<file path="src/rtl/icache_assoc.sv">
// Set-associative instruction cache with multi-word block fills and same-cycle hits.
// Optional hit/miss statistics ports are compiled in when ICACHE_STATS_EN is defined.
module icache_assoc #(
  parameter int unsigned SETS        = 8,
  parameter int unsigned WAYS        = 2,
  parameter int unsigned BLOCK_WORDS = 2
) (
  input  logic        CLK,
  input  logic        nRST,
  input  logic        imemREN,
  input  logic [31:0] imemaddr,
  output logic        ihit,
  output logic [31:0] imemload,
  output logic        iREN,
  output logic [31:0] iaddr,
  input  logic        iwait,
  input  logic [31:0] iload
`ifdef ICACHE_STATS_EN
  ,
  output logic [31:0] hit_count,
  output logic [31:0] miss_count
`endif
);

  localparam int unsigned WOFF   = $clog2(BLOCK_WORDS);
  localparam int unsigned IDX    = $clog2(SETS);
  localparam int unsigned TAG_W  = 30 - WOFF - IDX;
  localparam int unsigned WOFF_W = (WOFF > 0) ? WOFF : 1;
  localparam int unsigned WAY_W  = (WAYS > 1) ? $clog2(WAYS) : 1;

  typedef enum logic {IDLE, FILL} state_e;

  state_e state_q, state_d;

  logic [IDX-1:0]    req_idx;
  logic [TAG_W-1:0]  req_tag;
  logic [WOFF_W-1:0] req_woff;

  logic              valid_q [SETS][WAYS];
  logic [TAG_W-1:0]  tag_q   [SETS][WAYS];
  logic [31:0]       data_q  [SETS][WAYS][BLOCK_WORDS];
  logic [WAY_W-1:0]  vptr_q  [SETS];

  logic [TAG_W-1:0]  miss_tag_q;
  logic [IDX-1:0]    miss_idx_q;
  logic [WAY_W-1:0]  victim_q;
  logic              by_ptr_q;
  logic [WOFF_W-1:0] cnt_q;

  logic              hit;
  logic [WAY_W-1:0]  hit_way;
  logic [WAY_W-1:0]  victim;
  logic              use_ptr;
  logic              start_fill;
  logic              accept;
  logic              last;

  logic unused_addr;
  assign unused_addr = &{1'b0, imemaddr[1:0]};

  assign req_idx  = IDX'(imemaddr >> (2 + WOFF));
  assign req_tag  = imemaddr[31 -: TAG_W];
  assign req_woff = (BLOCK_WORDS > 1) ? WOFF_W'(imemaddr >> 2) : '0;

  always_comb begin
    hit     = 1'b0;
    hit_way = '0;
    for (int unsigned w = 0; w < WAYS; w++) begin
      if (valid_q[req_idx][WAY_W'(w)] && (tag_q[req_idx][WAY_W'(w)] == req_tag)) begin
        hit     = 1'b1;
        hit_way = WAY_W'(w);
      end
    end
  end

  // Descending scan so the lowest-numbered invalid way wins; pointer is the fallback.
  always_comb begin
    victim  = vptr_q[req_idx];
    use_ptr = 1'b1;
    for (int unsigned w = WAYS; w > 0; w--) begin
      if (!valid_q[req_idx][WAY_W'(w - 1)]) begin
        victim  = WAY_W'(w - 1);
        use_ptr = 1'b0;
      end
    end
  end

  always_ff @(posedge CLK or negedge nRST) begin
    if (!nRST) state_q <= IDLE;
    else       state_q <= state_d;
  end

  always_comb begin
    state_d    = state_q;
    start_fill = 1'b0;
    accept     = 1'b0;
    last       = 1'b0;
    unique case (state_q)
      IDLE: begin
        if (imemREN && !hit) begin
          state_d    = FILL;
          start_fill = 1'b1;
        end
      end
      FILL: begin
        if (!iwait) begin
          accept = 1'b1;
          if (cnt_q == WOFF_W'(BLOCK_WORDS - 1)) begin
            last    = 1'b1;
            state_d = IDLE;
          end
        end
      end
      default: state_d = IDLE;
    endcase
  end

  assign ihit     = (state_q == IDLE) && imemREN && hit;
  assign imemload = ihit ? data_q[req_idx][hit_way][req_woff] : '0;
  assign iREN     = (state_q == FILL);
  assign iaddr    = iREN ? ((32'(miss_tag_q) << (2 + WOFF + IDX)) |
                            (32'(miss_idx_q) << (2 + WOFF)) |
                            (32'(cnt_q) << 2))
                         : '0;

  always_ff @(posedge CLK or negedge nRST) begin
    if (!nRST) begin
      valid_q    <= '{default: '0};
      tag_q      <= '{default: '0};
      data_q     <= '{default: '0};
      vptr_q     <= '{default: '0};
      miss_tag_q <= '0;
      miss_idx_q <= '0;
      victim_q   <= '0;
      by_ptr_q   <= 1'b0;
      cnt_q      <= '0;
    end else begin
      if (start_fill) begin
        miss_tag_q               <= req_tag;
        miss_idx_q               <= req_idx;
        victim_q                 <= victim;
        by_ptr_q                 <= use_ptr;
        cnt_q                    <= '0;
        valid_q[req_idx][victim] <= 1'b0;
      end
      if (accept) begin
        data_q[miss_idx_q][victim_q][cnt_q] <= iload;
        if (last) begin
          cnt_q                           <= '0;
          tag_q[miss_idx_q][victim_q]     <= miss_tag_q;
          valid_q[miss_idx_q][victim_q]   <= 1'b1;
          if (by_ptr_q && (WAYS > 1))
            vptr_q[miss_idx_q] <= vptr_q[miss_idx_q] + WAY_W'(1);
        end else begin
          cnt_q <= cnt_q + WOFF_W'(1);
        end
      end
    end
  end

`ifdef ICACHE_STATS_EN
  always_ff @(posedge CLK or negedge nRST) begin
    if (!nRST) begin
      hit_count  <= '0;
      miss_count <= '0;
    end else begin
      if (ihit)       hit_count  <= hit_count + 32'd1;
      if (start_fill) miss_count <= miss_count + 32'd1;
    end
  end
`endif

endmodule
</file>
<file path="config.mk">
export PLATFORM = sky130hd
export DESIGN_NAME = icache_assoc
export DESIGN_NICKNAME = d
export VERILOG_FILES = /design/src/rtl/icache_assoc.sv
export SDC_FILE = /design/constraint.sdc
export NUM_CORES = 2
export LEC_CHECK = 0
export CORE_MARGIN = 1.5
export CORE_UTILIZATION = 35
export DETAILED_ROUTE_END_ITERATION = 6
export HOLD_SLACK_MARGIN = 0.02
export SYNTH_ARGS = -nofsm -noshare
export SYNTH_HDL_FRONTEND = slang
export SYNTH_SLANG_ARGS = --single-unit
</file>
<file path="constraint.sdc">
create_clock -name CLK -period 7.2 [get_ports CLK]
set_clock_uncertainty 0.2 [all_clocks]
set_input_delay 1.08 -clock CLK [delete_from_list [all_inputs] [get_ports CLK]]
set_output_delay 1.08 -clock CLK [all_outputs]
set_load 0.1 [all_outputs]
</file>
Yosys cells after proc, flatten, opt, wreduce, memory -nomap -nowiden
Index checks and enable logic that the tools add are counted.
{ "word_totals": {"register_bits": 1497, "word_cells": 190, "output_inout_bits": 66, "input_bits": 68} }
{ "classes": {"n_reduce_logical": 14, "n_bitwise": 13, "n_eq_ne": 2, "muxes": 69, "n_addsub": 2, "magnitude_cmp": 12} }
{ "ops": {"columns": ["cell", "count"], "rows": [
  ["1024-bit bitwise mux", 1],
  ["416-bit bitwise mux", 1],
  ["128-bit binary-select mux with 3-bit select", 1],
  ["128-bit demux with 3-bit select", 1],
  ["128-bit 2-to-1 mux", 3],
  ["64-bit 2-to-1 mux", 4],
  ["32-bit 2-to-1 mux", 6],
  ["52-bit binary-select mux with 3-bit select", 1],
  ["52-bit demux with 3-bit select", 1],
  ["52-bit 2-to-1 mux", 3],
  ["64-bit demux with 1-bit select", 1],
  ["26-bit == test", 2],
  ["16-bit 2-to-1 mux", 3],
  ["32-bit demux with 1-bit select", 1],
  ["32-bit by 3-bit bitwise OR with 32-bit output", 1],
  ["32-bit by 6-bit bitwise OR with 32-bit output", 1],
  ["26-bit demux with 1-bit select", 1],
  ["1-bit 2-to-1 mux", 26],
  ["26-bit 2-to-1 mux", 1],
  ["16-bit AND", 1],
  ["16-bit inverter", 1],
  ["16-bit bitwise OR", 1],
  ["2-bit demux with 3-bit select", 2],
  ["2-bit >= comparator (second input constant)", 5],
  ["other kinds (19)", 43]
]} }

Logic depth before layout (Yosys ltp)
{ "logic_depth": {"ltp_word": 19, "depth_mapped": 17, "depth_no_buf": 8} }

Least setup slack after synthesis
Ideal clock, no wire load.
{ "synth_timing": {"kind": "input to output", "from": "input port imemaddr[4]", "to": "output port imemload[1]", "slack_ps": 87, "n_path_buf": 3, "required_time_ps": 5920, "path_stages": 11, "arrival_time_ps": 5833, "cell_sequence": "buf_6 buf_6 mux4_2 mux2i_1 xor2_1 nand2_1 or4_1 nor4_4 o21ai_1 clkbuf_1 a211oi_1"} }
{ "synth_between": {"elab_chain_len": 15, "elab_cells_between_ends": 26, "classes_between": "eq/ne: 2; mux: 19; bitwise: 2; reduce/logical: 3"} }
{ "synth_rtl": {"columns": ["element", "line_no", "source"], "rows": [
  ["start, declared", "11", "input logic [31:0] imemaddr,"],
  ["3-bit inverter with 4-bit output (not written as such) *", "69, 119", null],
  ["52-bit binary-select mux with 3-bit select", "69", "if (valid_q[req_idx][WAY_W'(w)] && (tag_q[req_idx][WAY_W'(w)] == req_tag)) begin"],
  ["52-bit 2-to-1 mux (not written as such) (2 in a row)", "69", null],
  ["26-bit == test", "69", null],
  ["1-bit logical AND", "69", null],
  ["1-bit 2-to-1 mux", "69", null],
  ["1-bit inverter with 2-bit output (not written as such)", "119", "assign imemload = ihit ? data_q[req_idx][hit_way][req_woff] : '0;"],
  ["64-bit 2-to-1 mux (not written as such) (3 in a row)", "119", null],
  ["32-bit 2-to-1 mux (not written as such) (3 in a row)", "119", null],
  ["32-bit 2-to-1 mux *", "119", null],
  ["end, declared", "13", "output logic [31:0] imemload,"]
]} }
Mark *: on every way between the ends. The rest lies on a longest branch, timed or not. The select of a mux whose other input is x is not followed.

Final worst setup path
{ "layout_timing": {"from": "input port imemaddr[5]", "to": "output port imemload[23]"} }
Same word-level chain as after synthesis.

==> reports/results.tsv <==
stage	metric	value	unit
run_status	status	complete, no violations	
setup_path	arrival	5.37	ns
finish	area_growth	14.3	%
die	die_w	445	µm
setup_path	start_kind	input pin	
clock_tree	cts.repair.resized	0	
finish	drive_gt1_share	34.0	%
die	die_height	445	µm
timing	maxSlewHeadroom	9.25	%
timing	finalCriticalPeriod	6.65	ns
finish	layout.cells.non_filler	8162	
synth	syn_avg_cell_area	12.3	µm²
die	ios	134	
clock_tree	ctsHoldBuffers	0	
placement	placed_cells	7875	
routing	drtIter0Drc	4359	
timing	finalHoldViolCount	0	
die	die-area	198000	µm²
setup_path	critPathSlowestCell	or4_1	
routing	detail-route-antenna-nets	0	
setup_path	crit_fanout	62	
die	rows	161	
power_and_ir_drop	p_sw_share	31.6	%
routing	drc	0	
global_routing	grt_pass1_vias	47600	
timing	fmax	0.150	GHz
power_and_ir_drop	combinationalPowerShare	24.9	%
clock_tree	htree_levels	4	
timing	max_slew.worst_pin.slew	1.36	ns
routing	vias_per_cell	5.77	
setup_path	path_depth	13	
placement	hpwlAfterDp	124	mm
placement	gp_congestion	0.787	
power_and_ir_drop	seq_power_share	46.6	%
placement	io_buffers	129	
setup_path	cpMostUsedCell	buf_4	
global_routing	grt_max_degree	176	
clock_tree	clkSlewWorstSetupHoldPaths	0.06	ns
timing	rsz0062_at_grt	no	
power_and_ir_drop	power.switching	9.22	mW
finish	num-nets-final	5579	
clock_tree	root_buffer	clkbuf_16	
job	drv_cap	0	
timing	slew_viol_final	0	
synth	synth_cells	5562	
setup_path	r2r_setup_slack	2.75	ns
timing	tns	0	ns
routing	vias	47100	
global_routing	grtUsageTotal	22.6	%
global_routing	grt.overflow.total	0	
global_routing	grt_antenna_before_repair	7	
power_and_ir_drop	p_per_area	374	nW/µm²
global_routing	grt_pass1_wl	332	mm
synth	yosysSeqAreaShare	54.9	%
setup_path	crit_buf_inv	5	
power_and_ir_drop	p_int	20.0	mW
setup_path	cp-end-kind	primary output	
power_and_ir_drop	p_clk_share	28.4	%
timing	setup_viol	0	
setup_path	slowest_delay	0.57	ns
clock_tree	post_cts_buffers	0	
setup_path	crit_path_cell_trace	buf_8 -> buf_4 -> mux2_2 -> o22ai_1 -> or3_1 -> nand4_1 -> or4_1 -> nor4_4 -> o21ai_4 -> buf_4 -> nor3_1 -> buf_4 -> buf_12	
synth	synth_edf_count	0	
power_and_ir_drop	power.static_leakage	36.9	nW
power_and_ir_drop	finalPower	29.2	mW
die	core_area	193000	µm²
setup_path	r2r_cells	9	
clock_tree	cts_sinks	1497	
clock_tree	cts-buffers-inserted	160	
synth	syn_area	68300	µm²
die	initial_utilization	35.3	%
timing	period_share	92.4	%
setup_path	cp_data_required_time	5.92	ns
power_and_ir_drop	irDropWorstVdd	0.203	mV
synth	synth-main-ff-cell	dfrtp_1	
hold_path	hold_path_class	in -> async	
synth	yosys_register_bits	1497	
routing	wl_per_cell	27.7	µm
clock_tree	insertion_delay	0.81	ns
synth	ys_types	72	
synth	ys_warn_count	0	
routing	firstDrtPassIters	5	
routing	wl	226	mm
synth	async_flop_share	100	%
setup_path	critPathKind	in -> out	
clock_tree	cts_tree	yes	
setup_path	cpLargestDelayFamily	simple AND/OR/NAND/NOR gates	
clock_tree	cts.path.max_buffers	3	
flip-flops by register name (all words and copies together) (netlist names):
| register | cells |
|---|---|
| valid_q | 16 |
| iREN | 1 |
| victim_q | 1 |
| miss_tag_q | 26 |
| by_ptr_q | 1 |
| tag_q | 416 |
| vptr_q | 8 |
| data_q | 1024 |
| cnt_q | 1 |
| miss_idx_q | 3 |
cells by family after synthesis:
| group | after synthesis | share of synthesized area [%] |
|---|---|---|
| AOI/OAI and AO/OA | 735 | 7.31 |
| xor gates and xnor gates | 15 | 0.192 |
| buffers and inverters | 524 | 3.23 |
| DFF | 1497 | 54.9 |
| muxes | 1633 | 27.2 |
| other | 1 | 0.00549 |
| and+or+nand+nor | 1157 | 7.20 |
placed cells by master, fill, tap and decap left out, types with 23 or more instances in the layout:
| master | n |
|---|---|
| a211oi_1 | 39 |
| nor2_1 | 143 |
| o21ai_0 | 93 |
| a22oi_1 | 48 |
| o22ai_1 | 266 |
| clkbuf_1 | 44 |
| nor3_1 | 50 |
| clkinv_2 | 24 |
| o221ai_1 | 56 |
| mux2_1 | 47 |
| mux4_2 | 38 |
| and2_1 | 32 |
| dfrtp_1 | 1496 |
| mux2_2 | 1357 |
| a21oi_1 | 83 |
| or3_1 | 23 |
| clkbuf_8 | 42 |
| nor4_1 | 23 |
| nand2_1 | 740 |
| clkbuf_16 | 164 |
| clkdlybuf4s50_1 | 91 |
| buf_4 | 145 |
| buf_12 | 56 |
| mux2i_1 | 191 |
cell type report:
cell class / count / area [µm²]
fill: 18100 / 115000
sequential: 1497 / 37500
multi-input combinational: 3542 / 28900
clock buffer: 249 / 4830
timing repair buffer: 296 / 3190
tap: 2526 / 3160
clock inverter: 36 / 450
inverter: 14 / 60.1
antenna: 2 / 5.00
metrics by stage:
step / hold slack [ns] / setup WS (ns) / instance area [µm²] / utilization (%)
after floorplan: 0.239 / 0.0871 / 68300 / -
after global placement: 0.254 / 0.535 / 72800 / 37.7
after detailed placement: 0.257 / 0.527 / 72800 / 37.7
after CTS: 0.0908 / 0.524 / 78100 / 40.4
after global routing: 0.107 / 0.432 / 78100 / 40.4
final: 0.0673 / 0.546 / 78100 / 40.4
Yosys cell counts, types with 10 or more instances:
cell / count / share of area, %
buf_2: 40 / 0.29
mux2_2: 1357 / 22
o211ai_1: 16 / 0.18
a22oi_1: 48 / 0.53
o32a_1: 15 / 0.22
nor3_1: 50 / 0.37
nor4_1: 23 / 0.21
mux2i_1: 191 / 2.8
a21oi_1: 83 / 0.61
nand3_1: 18 / 0.13
o221ai_1: 56 / 0.72
buf_4: 15 / 0.16
mux2_1: 47 / 0.78
or3_1: 24 / 0.22
nand2_1: 756 / 4.2
nand4_1: 21 / 0.19
buf_6: 16 / 0.26
clkbuf_1: 381 / 2.1
nor2_1: 164 / 0.90
a2111oi_0: 15 / 0.19
a31oi_1: 14 / 0.13
dfrtp_1: 1497 / 55
a221oi_1: 16 / 0.21
xor2_1: 10 / 0.13
nand3b_1: 14 / 0.15
nor2b_1: 14 / 0.13
and2_1: 33 / 0.30
o22ai_1: 266 / 2.4
o22a_1: 17 / 0.22
o21ai_0: 93 / 0.68
mux4_2: 38 / 1.3
a211oi_1: 39 / 0.43
buf_1: 57 / 0.31
power by group through the flow:
stage	Sequential, mW	Combinational [mW]	Clock (mW)
2_1_floorplan	12.9	5.71	0
3_3_place_gp	13.5	7.10	0
3_5_place_dp	13.7	7.29	0
4_1_cts	13.6	7.32	8.43
5_1_grt	14.0	7.88	8.78
6_report	13.6	7.28	8.30
routing by layer:
| metal | up-vias | GRT usage (%) | wire, µm |
|---|---|---|---|
| met5 | - | 0 | 33 |
| met4 | 6 | 8.09 | 8360 |
| met3 | 402 | 3.64 | 14800 |
| met2 | 1753 | 35.8 | 105000 |
| met1 | 25100 | 31.2 | 97900 |
| li1 | 19800 | - | - |
path summary, 6_finish.rpt:
kind                                        start                    endpoint
max                                   imemaddr[5]                imemload[23]
min                                          nRST      tag_q[406]$_DFFE_PN0P_
max reg2reg                 tag_q[77]$_DFFE_PN0P_  miss_tag_q[19]$_DFFE_PN0N_
min reg2reg                tag_q[303]$_DFFE_PN0P_      tag_q[303]$_DFFE_PN0P_
max in group asynchronous                    nRST     data_q[362]$_DFFE_PN0P_
min in group CLK           tag_q[303]$_DFFE_PN0P_      tag_q[303]$_DFFE_PN0P_
Note: power is estimated with default switching activity, not from simulation.
